File: src/rtl/arm_decode_pkg.sv
// Shared ARM decode constants: instruction modes, opcodes, condition codes,
// EXE command encodings and ctrl bit positions, plus the NZCV condition test.
package arm_decode_pkg;

   localparam logic [1:0] MODE_DP  = 2'b00;
   localparam logic [1:0] MODE_MEM = 2'b01;
   localparam logic [1:0] MODE_BR  = 2'b10;

   localparam logic [3:0] OP_AND = 4'b0000;
   localparam logic [3:0] OP_EOR = 4'b0001;
   localparam logic [3:0] OP_SUB = 4'b0010;
   localparam logic [3:0] OP_ADD = 4'b0100;
   localparam logic [3:0] OP_ADC = 4'b0101;
   localparam logic [3:0] OP_SBC = 4'b0110;
   localparam logic [3:0] OP_TST = 4'b1000;
   localparam logic [3:0] OP_CMP = 4'b1010;
   localparam logic [3:0] OP_ORR = 4'b1100;
   localparam logic [3:0] OP_MOV = 4'b1101;
   localparam logic [3:0] OP_MVN = 4'b1111;

   localparam logic [3:0] EXE_MOV = 4'b0001;
   localparam logic [3:0] EXE_ADD = 4'b0010;
   localparam logic [3:0] EXE_ADC = 4'b0011;
   localparam logic [3:0] EXE_SUB = 4'b0100;
   localparam logic [3:0] EXE_SBC = 4'b0101;
   localparam logic [3:0] EXE_AND = 4'b0110;
   localparam logic [3:0] EXE_ORR = 4'b0111;
   localparam logic [3:0] EXE_EOR = 4'b1000;
   localparam logic [3:0] EXE_MVN = 4'b1001;

   localparam logic [3:0] COND_EQ = 4'h0, COND_NE = 4'h1, COND_CS = 4'h2, COND_CC = 4'h3;
   localparam logic [3:0] COND_MI = 4'h4, COND_PL = 4'h5, COND_VS = 4'h6, COND_VC = 4'h7;
   localparam logic [3:0] COND_HI = 4'h8, COND_LS = 4'h9, COND_GE = 4'hA, COND_LT = 4'hB;
   localparam logic [3:0] COND_GT = 4'hC, COND_LE = 4'hD, COND_AL = 4'hE;

   // ctrl = {wb_en, mem_read, mem_write, exe_cmd[3:0], branch, s_upd}
   localparam int CTRL_W         = 9;
   localparam int CTRL_WB        = 8;
   localparam int CTRL_MEM_READ  = 7;
   localparam int CTRL_MEM_WRITE = 6;
   localparam int CTRL_EXE_LSB   = 2;
   localparam int CTRL_BRANCH    = 1;
   localparam int CTRL_S_UPD     = 0;

   // nzcv = {N, Z, C, V}; the 1111 encoding never passes.
   function automatic logic cond_check(input logic [3:0] cond, input logic [3:0] nzcv);
      logic n, z, c, v;
      {n, z, c, v} = nzcv;
      case (cond)
         COND_EQ: cond_check = z;
         COND_NE: cond_check = ~z;
         COND_CS: cond_check = c;
         COND_CC: cond_check = ~c;
         COND_MI: cond_check = n;
         COND_PL: cond_check = ~n;
         COND_VS: cond_check = v;
         COND_VC: cond_check = ~v;
         COND_HI: cond_check = c & ~z;
         COND_LS: cond_check = ~c | z;
         COND_GE: cond_check = (n == v);
         COND_LT: cond_check = (n != v);
         COND_GT: cond_check = ~z & (n == v);
         COND_LE: cond_check = z | (n != v);
         COND_AL: cond_check = 1'b1;
         default: cond_check = 1'b0;
      endcase
   endfunction

endpackage

File: src/rtl/decode_stage_pipe_if.sv
// Bundle of the ID stage's IF/ID-side inputs, writeback port and ID/EX outputs.
// master drives instructions and writeback; slave is the decode stage.
interface decode_stage_pipe_if #(
   parameter int DATA_W    = 32,
   parameter int REG_COUNT = 16,
   parameter int PC_W      = 32
);
   localparam int RA_W = $clog2(REG_COUNT);

   logic              in_valid;
   logic [31:0]       instruction;
   logic [PC_W-1:0]   pc_in;
   logic [3:0]        status;
   logic              hazard;
   logic              stall;
   logic              flush;
   logic              wb_en;
   logic [RA_W-1:0]   wb_dest;
   logic [DATA_W-1:0] wb_value;

   logic [RA_W-1:0]   src1;
   logic [RA_W-1:0]   src2;
   logic              two_src;
   logic              out_valid;
   logic [8:0]        ctrl;
   logic [PC_W-1:0]   pc_out;
   logic [DATA_W-1:0] val_rn;
   logic [DATA_W-1:0] val_rm;
   logic              imm;
   logic [11:0]       shift_operand;
   logic [23:0]       signed_imm;
   logic [RA_W-1:0]   dest;

   modport master (
      output in_valid, instruction, pc_in, status, hazard, stall, flush,
             wb_en, wb_dest, wb_value,
      input  src1, src2, two_src, out_valid, ctrl, pc_out, val_rn, val_rm,
             imm, shift_operand, signed_imm, dest
   );

   modport slave (
      input  in_valid, instruction, pc_in, status, hazard, stall, flush,
             wb_en, wb_dest, wb_value,
      output src1, src2, two_src, out_valid, ctrl, pc_out, val_rn, val_rm,
             imm, shift_operand, signed_imm, dest
   );
endinterface

File: src/rtl/decode_regfile.sv
// REG_COUNT x DATA_W register file, two combinational reads, one posedge write.
// With WB_BYPASS_EN defined, a read of the register being written returns the new data.
module decode_regfile #(
   parameter int DATA_W    = 32,
   parameter int REG_COUNT = 16,
   parameter int RA_W      = $clog2(REG_COUNT)
) (
   input  logic              clk,
   input  logic              rst,
   input  logic [RA_W-1:0]   ra1,
   input  logic [RA_W-1:0]   ra2,
   output logic [DATA_W-1:0] rd1,
   output logic [DATA_W-1:0] rd2,
   input  logic              we,
   input  logic [RA_W-1:0]   wa,
   input  logic [DATA_W-1:0] wd
);

   logic [DATA_W-1:0] regs [REG_COUNT];

   always_ff @(posedge clk) begin
      if (rst) begin
         for (int i = 0; i < REG_COUNT; i++) regs[i] <= '0;
      end else if (we) begin
         regs[wa] <= wd;
      end
   end

`ifdef WB_BYPASS_EN
   assign rd1 = (we && (wa == ra1)) ? wd : regs[ra1];
   assign rd2 = (we && (wa == ra2)) ? wd : regs[ra2];
`else
   assign rd1 = regs[ra1];
   assign rd2 = regs[ra2];
`endif

endmodule

File: src/rtl/decode_stage_pipe.sv
// ARM ID stage: condition check, control decode, register read and the ID/EX register.
// Optional WB_BYPASS_EN makes same-cycle writeback visible to the operand reads.
module decode_stage_pipe
   import arm_decode_pkg::*;
#(
   parameter int DATA_W    = 32,
   parameter int REG_COUNT = 16,
   parameter int PC_W      = 32
) (
   input logic clk,
   input logic rst,
   decode_stage_pipe_if.slave bus
);
   localparam int RA_W = $clog2(REG_COUNT);

   logic [31:0]       instr;
   logic [1:0]        mode;
   logic [3:0]        opcode;
   logic              cond_pass;
   logic              issue;
   logic [CTRL_W-1:0] ctrl_dec;
   logic [RA_W-1:0]   rn_idx, rm_idx, rd_idx;
   logic [DATA_W-1:0] rd1, rd2;

   assign instr  = bus.instruction;
   assign mode   = instr[27:26];
   assign opcode = instr[24:21];
   assign rn_idx = RA_W'(instr[19:16]);
   assign rd_idx = RA_W'(instr[15:12]);
   assign rm_idx = RA_W'(instr[3:0]);

   assign cond_pass = cond_check(instr[31:28], bus.status);
   assign issue     = bus.in_valid & cond_pass & ~bus.hazard;

   always_comb begin
      ctrl_dec = '0;
      case (mode)
         MODE_DP: begin
            ctrl_dec[CTRL_WB]    = !((opcode == OP_CMP) || (opcode == OP_TST));
            ctrl_dec[CTRL_S_UPD] = instr[20];
            case (opcode)
               OP_MOV:  ctrl_dec[CTRL_EXE_LSB +: 4] = EXE_MOV;
               OP_MVN:  ctrl_dec[CTRL_EXE_LSB +: 4] = EXE_MVN;
               OP_ADD:  ctrl_dec[CTRL_EXE_LSB +: 4] = EXE_ADD;
               OP_ADC:  ctrl_dec[CTRL_EXE_LSB +: 4] = EXE_ADC;
               OP_SUB:  ctrl_dec[CTRL_EXE_LSB +: 4] = EXE_SUB;
               OP_SBC:  ctrl_dec[CTRL_EXE_LSB +: 4] = EXE_SBC;
               OP_AND:  ctrl_dec[CTRL_EXE_LSB +: 4] = EXE_AND;
               OP_ORR:  ctrl_dec[CTRL_EXE_LSB +: 4] = EXE_ORR;
               OP_EOR:  ctrl_dec[CTRL_EXE_LSB +: 4] = EXE_EOR;
               OP_CMP:  ctrl_dec[CTRL_EXE_LSB +: 4] = EXE_SUB;
               OP_TST:  ctrl_dec[CTRL_EXE_LSB +: 4] = EXE_AND;
               default: ctrl_dec[CTRL_EXE_LSB +: 4] = 4'b0000;
            endcase
         end
         MODE_MEM: begin
            // bit 20 is the L bit here: load writes back, store writes memory
            ctrl_dec[CTRL_EXE_LSB +: 4] = EXE_ADD;
            ctrl_dec[CTRL_WB]           = instr[20];
            ctrl_dec[CTRL_MEM_READ]     = instr[20];
            ctrl_dec[CTRL_MEM_WRITE]    = ~instr[20];
         end
         MODE_BR: ctrl_dec[CTRL_BRANCH] = 1'b1;
         default: ctrl_dec = '0;
      endcase
   end

   // Stores read Rd as the second operand (the data to be written to memory).
   assign bus.src1    = rn_idx;
   assign bus.src2    = ctrl_dec[CTRL_MEM_WRITE] ? rd_idx : rm_idx;
   assign bus.two_src = ~instr[25] | ctrl_dec[CTRL_MEM_WRITE];

   decode_regfile #(
      .DATA_W    (DATA_W),
      .REG_COUNT (REG_COUNT),
      .RA_W      (RA_W)
   ) u_regfile (
      .clk (clk),
      .rst (rst),
      .ra1 (bus.src1),
      .ra2 (bus.src2),
      .rd1 (rd1),
      .rd2 (rd2),
      .we  (bus.wb_en),
      .wa  (bus.wb_dest),
      .wd  (bus.wb_value)
   );

   always_ff @(posedge clk) begin
      if (rst || bus.flush) begin
         bus.out_valid     <= 1'b0;
         bus.ctrl          <= '0;
         bus.pc_out        <= '0;
         bus.val_rn        <= '0;
         bus.val_rm        <= '0;
         bus.imm           <= 1'b0;
         bus.shift_operand <= '0;
         bus.signed_imm    <= '0;
         bus.dest          <= '0;
      end else if (!bus.stall) begin
         bus.out_valid     <= issue;
         bus.ctrl          <= issue ? ctrl_dec : '0;
         bus.pc_out        <= bus.pc_in;
         bus.val_rn        <= rd1;
         bus.val_rm        <= rd2;
         bus.imm           <= instr[25];
         bus.shift_operand <= instr[11:0];
         bus.signed_imm    <= instr[23:0];
         bus.dest          <= rd_idx;
      end
   end

endmodule

File: src/flat_wrapper.sv
// flat-port wrapper written by rule: the top's interface ports become plain ports
module decode_stage_pipe_flat import arm_decode_pkg::*;
#(
   parameter int DATA_W    = 32,
   parameter int REG_COUNT = 16,
   parameter int PC_W      = 32
)
  (clk, rst, bus_in_valid, bus_instruction, bus_pc_in, bus_status, bus_hazard, bus_stall, bus_flush, bus_wb_en, bus_wb_dest, bus_wb_value, bus_src1, bus_src2, bus_two_src, bus_out_valid, bus_ctrl, bus_pc_out, bus_val_rn, bus_val_rm, bus_imm, bus_shift_operand, bus_signed_imm, bus_dest);
  decode_stage_pipe_if #(.DATA_W(DATA_W), .REG_COUNT(REG_COUNT), .PC_W(PC_W)) bus_i ();
  input logic clk;
  input logic rst;
  input wire logic [$bits(bus_i.in_valid)-1:0] bus_in_valid;
  input wire logic [$bits(bus_i.instruction)-1:0] bus_instruction;
  input wire logic [$bits(bus_i.pc_in)-1:0] bus_pc_in;
  input wire logic [$bits(bus_i.status)-1:0] bus_status;
  input wire logic [$bits(bus_i.hazard)-1:0] bus_hazard;
  input wire logic [$bits(bus_i.stall)-1:0] bus_stall;
  input wire logic [$bits(bus_i.flush)-1:0] bus_flush;
  input wire logic [$bits(bus_i.wb_en)-1:0] bus_wb_en;
  input wire logic [$bits(bus_i.wb_dest)-1:0] bus_wb_dest;
  input wire logic [$bits(bus_i.wb_value)-1:0] bus_wb_value;
  output wire logic [$bits(bus_i.src1)-1:0] bus_src1;
  output wire logic [$bits(bus_i.src2)-1:0] bus_src2;
  output wire logic [$bits(bus_i.two_src)-1:0] bus_two_src;
  output wire logic [$bits(bus_i.out_valid)-1:0] bus_out_valid;
  output wire logic [$bits(bus_i.ctrl)-1:0] bus_ctrl;
  output wire logic [$bits(bus_i.pc_out)-1:0] bus_pc_out;
  output wire logic [$bits(bus_i.val_rn)-1:0] bus_val_rn;
  output wire logic [$bits(bus_i.val_rm)-1:0] bus_val_rm;
  output wire logic [$bits(bus_i.imm)-1:0] bus_imm;
  output wire logic [$bits(bus_i.shift_operand)-1:0] bus_shift_operand;
  output wire logic [$bits(bus_i.signed_imm)-1:0] bus_signed_imm;
  output wire logic [$bits(bus_i.dest)-1:0] bus_dest;
  assign bus_i.in_valid = bus_in_valid;
  assign bus_i.instruction = bus_instruction;
  assign bus_i.pc_in = bus_pc_in;
  assign bus_i.status = bus_status;
  assign bus_i.hazard = bus_hazard;
  assign bus_i.stall = bus_stall;
  assign bus_i.flush = bus_flush;
  assign bus_i.wb_en = bus_wb_en;
  assign bus_i.wb_dest = bus_wb_dest;
  assign bus_i.wb_value = bus_wb_value;
  assign bus_src1 = bus_i.src1;
  assign bus_src2 = bus_i.src2;
  assign bus_two_src = bus_i.two_src;
  assign bus_out_valid = bus_i.out_valid;
  assign bus_ctrl = bus_i.ctrl;
  assign bus_pc_out = bus_i.pc_out;
  assign bus_val_rn = bus_i.val_rn;
  assign bus_val_rm = bus_i.val_rm;
  assign bus_imm = bus_i.imm;
  assign bus_shift_operand = bus_i.shift_operand;
  assign bus_signed_imm = bus_i.signed_imm;
  assign bus_dest = bus_i.dest;
  decode_stage_pipe #(.DATA_W(DATA_W), .REG_COUNT(REG_COUNT), .PC_W(PC_W)) u_core (.clk(clk), .rst(rst), .bus(bus_i));
endmodule
File: config.mk
export PLATFORM = sky130hd
export DESIGN_NAME = decode_stage_pipe_flat
export DESIGN_NICKNAME = d
export VERILOG_FILES = /design/src/rtl/arm_decode_pkg.sv /design/src/rtl/decode_stage_pipe_if.sv /design/src/rtl/decode_regfile.sv /design/src/rtl/decode_stage_pipe.sv /design/src/flat_wrapper.sv
export SDC_FILE = /design/constraint.sdc
export NUM_CORES = 1
export LEC_CHECK = 0
export ABC_AREA = 1
export CORE_MARGIN = 2
export CORE_UTILIZATION = 36
export DETAILED_ROUTE_END_ITERATION = 6
export SLEW_MARGIN = 20
export SYNTH_ARGS = -nofsm -noshare
export SYNTH_HDL_FRONTEND = slang
export SYNTH_SLANG_ARGS = --single-unit
export TNS_END_PERCENT = 1
File: constraint.sdc
create_clock -name clk -period 3 [get_ports clk]
set_input_delay 0.45 -clock clk [delete_from_list [all_inputs] [get_ports clk]]
set_output_delay 0.45 -clock clk [all_outputs]
set_load 0.005 [all_outputs]
==> results_dict.tcl <==
set metrics [dict create \
    clk_pin_slew_ns 0.06 \
    fin_setup_tns_ns 0 \
    maxSlewViolCount 0 \
    drt_iter0_markers 3806 \
    grt_max_degree 127 \
    min_period_ns 2.896 \
    min_period_over_period_pct 96.52 \
    nets 4573 \
    pwr-share-seq_pct 45.3 \
    yosys.area.top_type "edfxtp_1" \
    swShare_pct 27.20 \
    end_kind "primary output" \
    hold_viol 0 \
    power.internal_mw 16.55 \
    gr-usage-all-layers_pct 26.03 \
    yosysUniqueCellTypes 34 \
    tightest_slew_ns 0.7499 \
    vias 31440 \
    cap_violations 0 \
    cp_max_fo 7 \
    finalWirelength_mm 130.7 \
    post_drt_via_cell_ratio 5.438 \
    rsz0062_at_grt "no" \
    overflow 0 \
    ys_ff_latch 643 \
    io_pins 267 \
    fin_util_pct 43.57 \
    row_count 113 \
    setup_violations 0 \
    cts_buffer_depth 3 \
    firstDrtPassIters 6 \
    htree_levels 3 \
    fp.dieArea_um2 98170 \
    syn_to_final_growth_pct 20.00 \
    crit_required_ns 2.55 \
    r2r_slack_ns 1.34 \
    hold_class "in -> reg" \
    outcome "finished clean" \
    synth_fp_nets 4453 \
    p_leak_nw 17.55 \
    antenna_found_initial 3 \
    synthTopCellsByCount "nor2_1, nand2_1, nand3_1, inv_1, edfxtp_1" \
    cts.sink_count 643 \
    synth_edf_count 512 \
    synth_cells 4337 \
    insertion_delay_ns 0.64 \
    clockRootBuffer "clkbuf_16" \
    synth_most_common_cell "nor2_1" \
    p_clk_share_pct 39.9 \
    crit_arrival_ns 2.45 \
    timing.fmax_ghz 0.3454 \
    cts_tree "built" \
    port_buffers 266 \
    gp_congestion 0.8824 \
    yosys_warnings 0 \
    nFillCells 9299 \
    pwr-share-comb_pct 14.8 \
    drc 0 \
    die_x_um 313.3 \
    synth_top_area_share_pct 44.64 \
    ys_seq_area_share_pct 52.25 \
    syn_area_um2 34440 \
    cts_hold_buf 0 \
    ir_drop_v 0.0002962 \
    cts_buffers 70 \
    power_density_nw_per_um2 550.1 \
    synth_area_per_cell_um2 7.942 \
    async_flop_share_pct 0 \
    grt_pass1_wl_mm 192.0 \
    fin_skew_ns 0.02380 \
    die_h_um 313.3 \
    worst-setup-path-type "in -> out" \
    drive_above_1_share_pct 7.265 \
    ys.flop_type "edfxtp_1" \
    ant_nets 0 \
    start_kind "input port" \
    ys_top_cells_by_area "edfxtp_1, nand3_1, dfxtp_1" \
    wl_per_cell_um 22.61 \
    fp.coreArea_um2 94870 \
    slew_headroom_pct 49.95 \
    start_util_pct 36.31 \
    grt_pass1_vias 29600 \
    hpwlAfterDp_mm 76.84 \
    switchingPower_mw 6.185 \
]
[layout by cell type, fill, tap and decap left out, types with 53 or more instances in the layout]
| cell | count |
|---|---|
| nor2_1 | 668 |
| nand2_1 | 631 |
| nand3_1 | 593 |
| inv_1 | 547 |
| edfxtp_1 | 512 |
| a21oi_1 | 368 |
| o21ai_0 | 287 |
| clkdlybuf4s50_1 | 260 |
| dfxtp_1 | 131 |
| buf_4 | 89 |
| nand3b_1 | 83 |
| clkbuf_16 | 74 |
| buf_12 | 61 |
| o21ai_1 | 53 |
[worst max-delay path, stage by stage]
cell	delay (ns)
clkdlybuf4s50_1	0.63
nand2_2	0.13
nor2_4	0.15
or2_2	0.15
o21ai_4	0.08
inv_2	0.27
clkdlybuf4s50_1	0.57
[final timing paths]
check,startpoint,end,cells past startpoint
worst max-delay path,bus_instruction[26],bus_src2[3],7
worst min-delay path,bus_pc_in[5],u_core.bus.pc_out[5]$_SDFFE_PP0N_,3
worst max register to register,u_core.u_regfile.regs[10][31]$_SDFFCE_PN0P_,u_core.bus.val_rn[31]$_SDFFE_PP0N_,8
worst min register to register,u_core.bus.pc_out[5]$_SDFFE_PP0N_,u_core.bus.pc_out[5]$_SDFFE_PP0N_,2
[what timing repair did]
action / 4_1_cts / 5_1_grt
setup endpoints to repair: 0 / 1
resized for setup: 0 / 1
buffers inserted: 0 / 0
[cell type report]
cell class                 count  area, µm²  share of cell area, %
multi-input combinational   2770      12730                  30.81
inverter                     558       2120                  5.128
clock inverter                29      312.8                 0.7568
timing repair buffer         414       4519                  10.93
sequential                   643      18000                  43.54
antenna                        1      2.502               0.006055
clock buffer                 101       2063                  4.992
tap                         1265       1583                  3.830
[flip-flops by register name (all words and copies together), names as in the netlist]
name                   count
u_core.bus.dest            3
u_core.bus.val_rm         32
u_core.bus.signed_imm     21
u_core.bus.out_valid       1
u_core.bus.imm             1
u_core.u_regfile.regs    512
u_core.bus.pc_out         32
u_core.bus.ctrl            9
u_core.bus.val_rn         32
[metal layers]
| layer | GRT usage [%] | wire length (µm) |
|---|---|---|
| met5 | 0 | 39 |
| met4 | 10.28 | 4962 |
| met3 | 4.598 | 14240 |
| met2 | 42.25 | 59760 |
| met1 | 34.56 | 51700 |
[logic make-up after synthesis]
logic type,Yosys count,share of synthesized area (%)
adder cells (fa/ha/maj),5,0.1816
flip-flops,643,52.25
AND/OR/NAND/NOR,2041,25.71
AO/OA/AOI/OAI,724,10.65
buffers and inverters,924,11.20
[metrics by stage]
step | cells | setup slack [ns] | instance area, µm² | power (mW) | hold WS, ns
floorplan | 4337 | 0.5758 | 34440 | 12.34 | 0.4527
global placement | 5650 | 0.05645 | 38950 | 13.76 | 0.4460
detailed placement | 5650 | 0.04339 | 38950 | 13.79 | 0.4512
CTS | 5780 | 0.03300 | 41330 | 22.79 | 0.3490
global route | 5780 | 0.01555 | 41330 | 23.49 | 0.3779
finish | 5781 | 0.1045 | 41330 | 22.74 | 0.3790
[power groups by stage]
stage,sequential [mW],combinational (mW),clock (mW)
6_report,10.3,3.36,9.07
5_1_grt,10.3,3.64,9.50
3_3_place_gp,10.5,3.29,0
2_1_floorplan,10.4,1.91,0
4_1_cts,10.3,3.32,9.17
3_5_place_dp,10.5,3.31,0
Note: power is estimated with default switching activity, not from simulation.
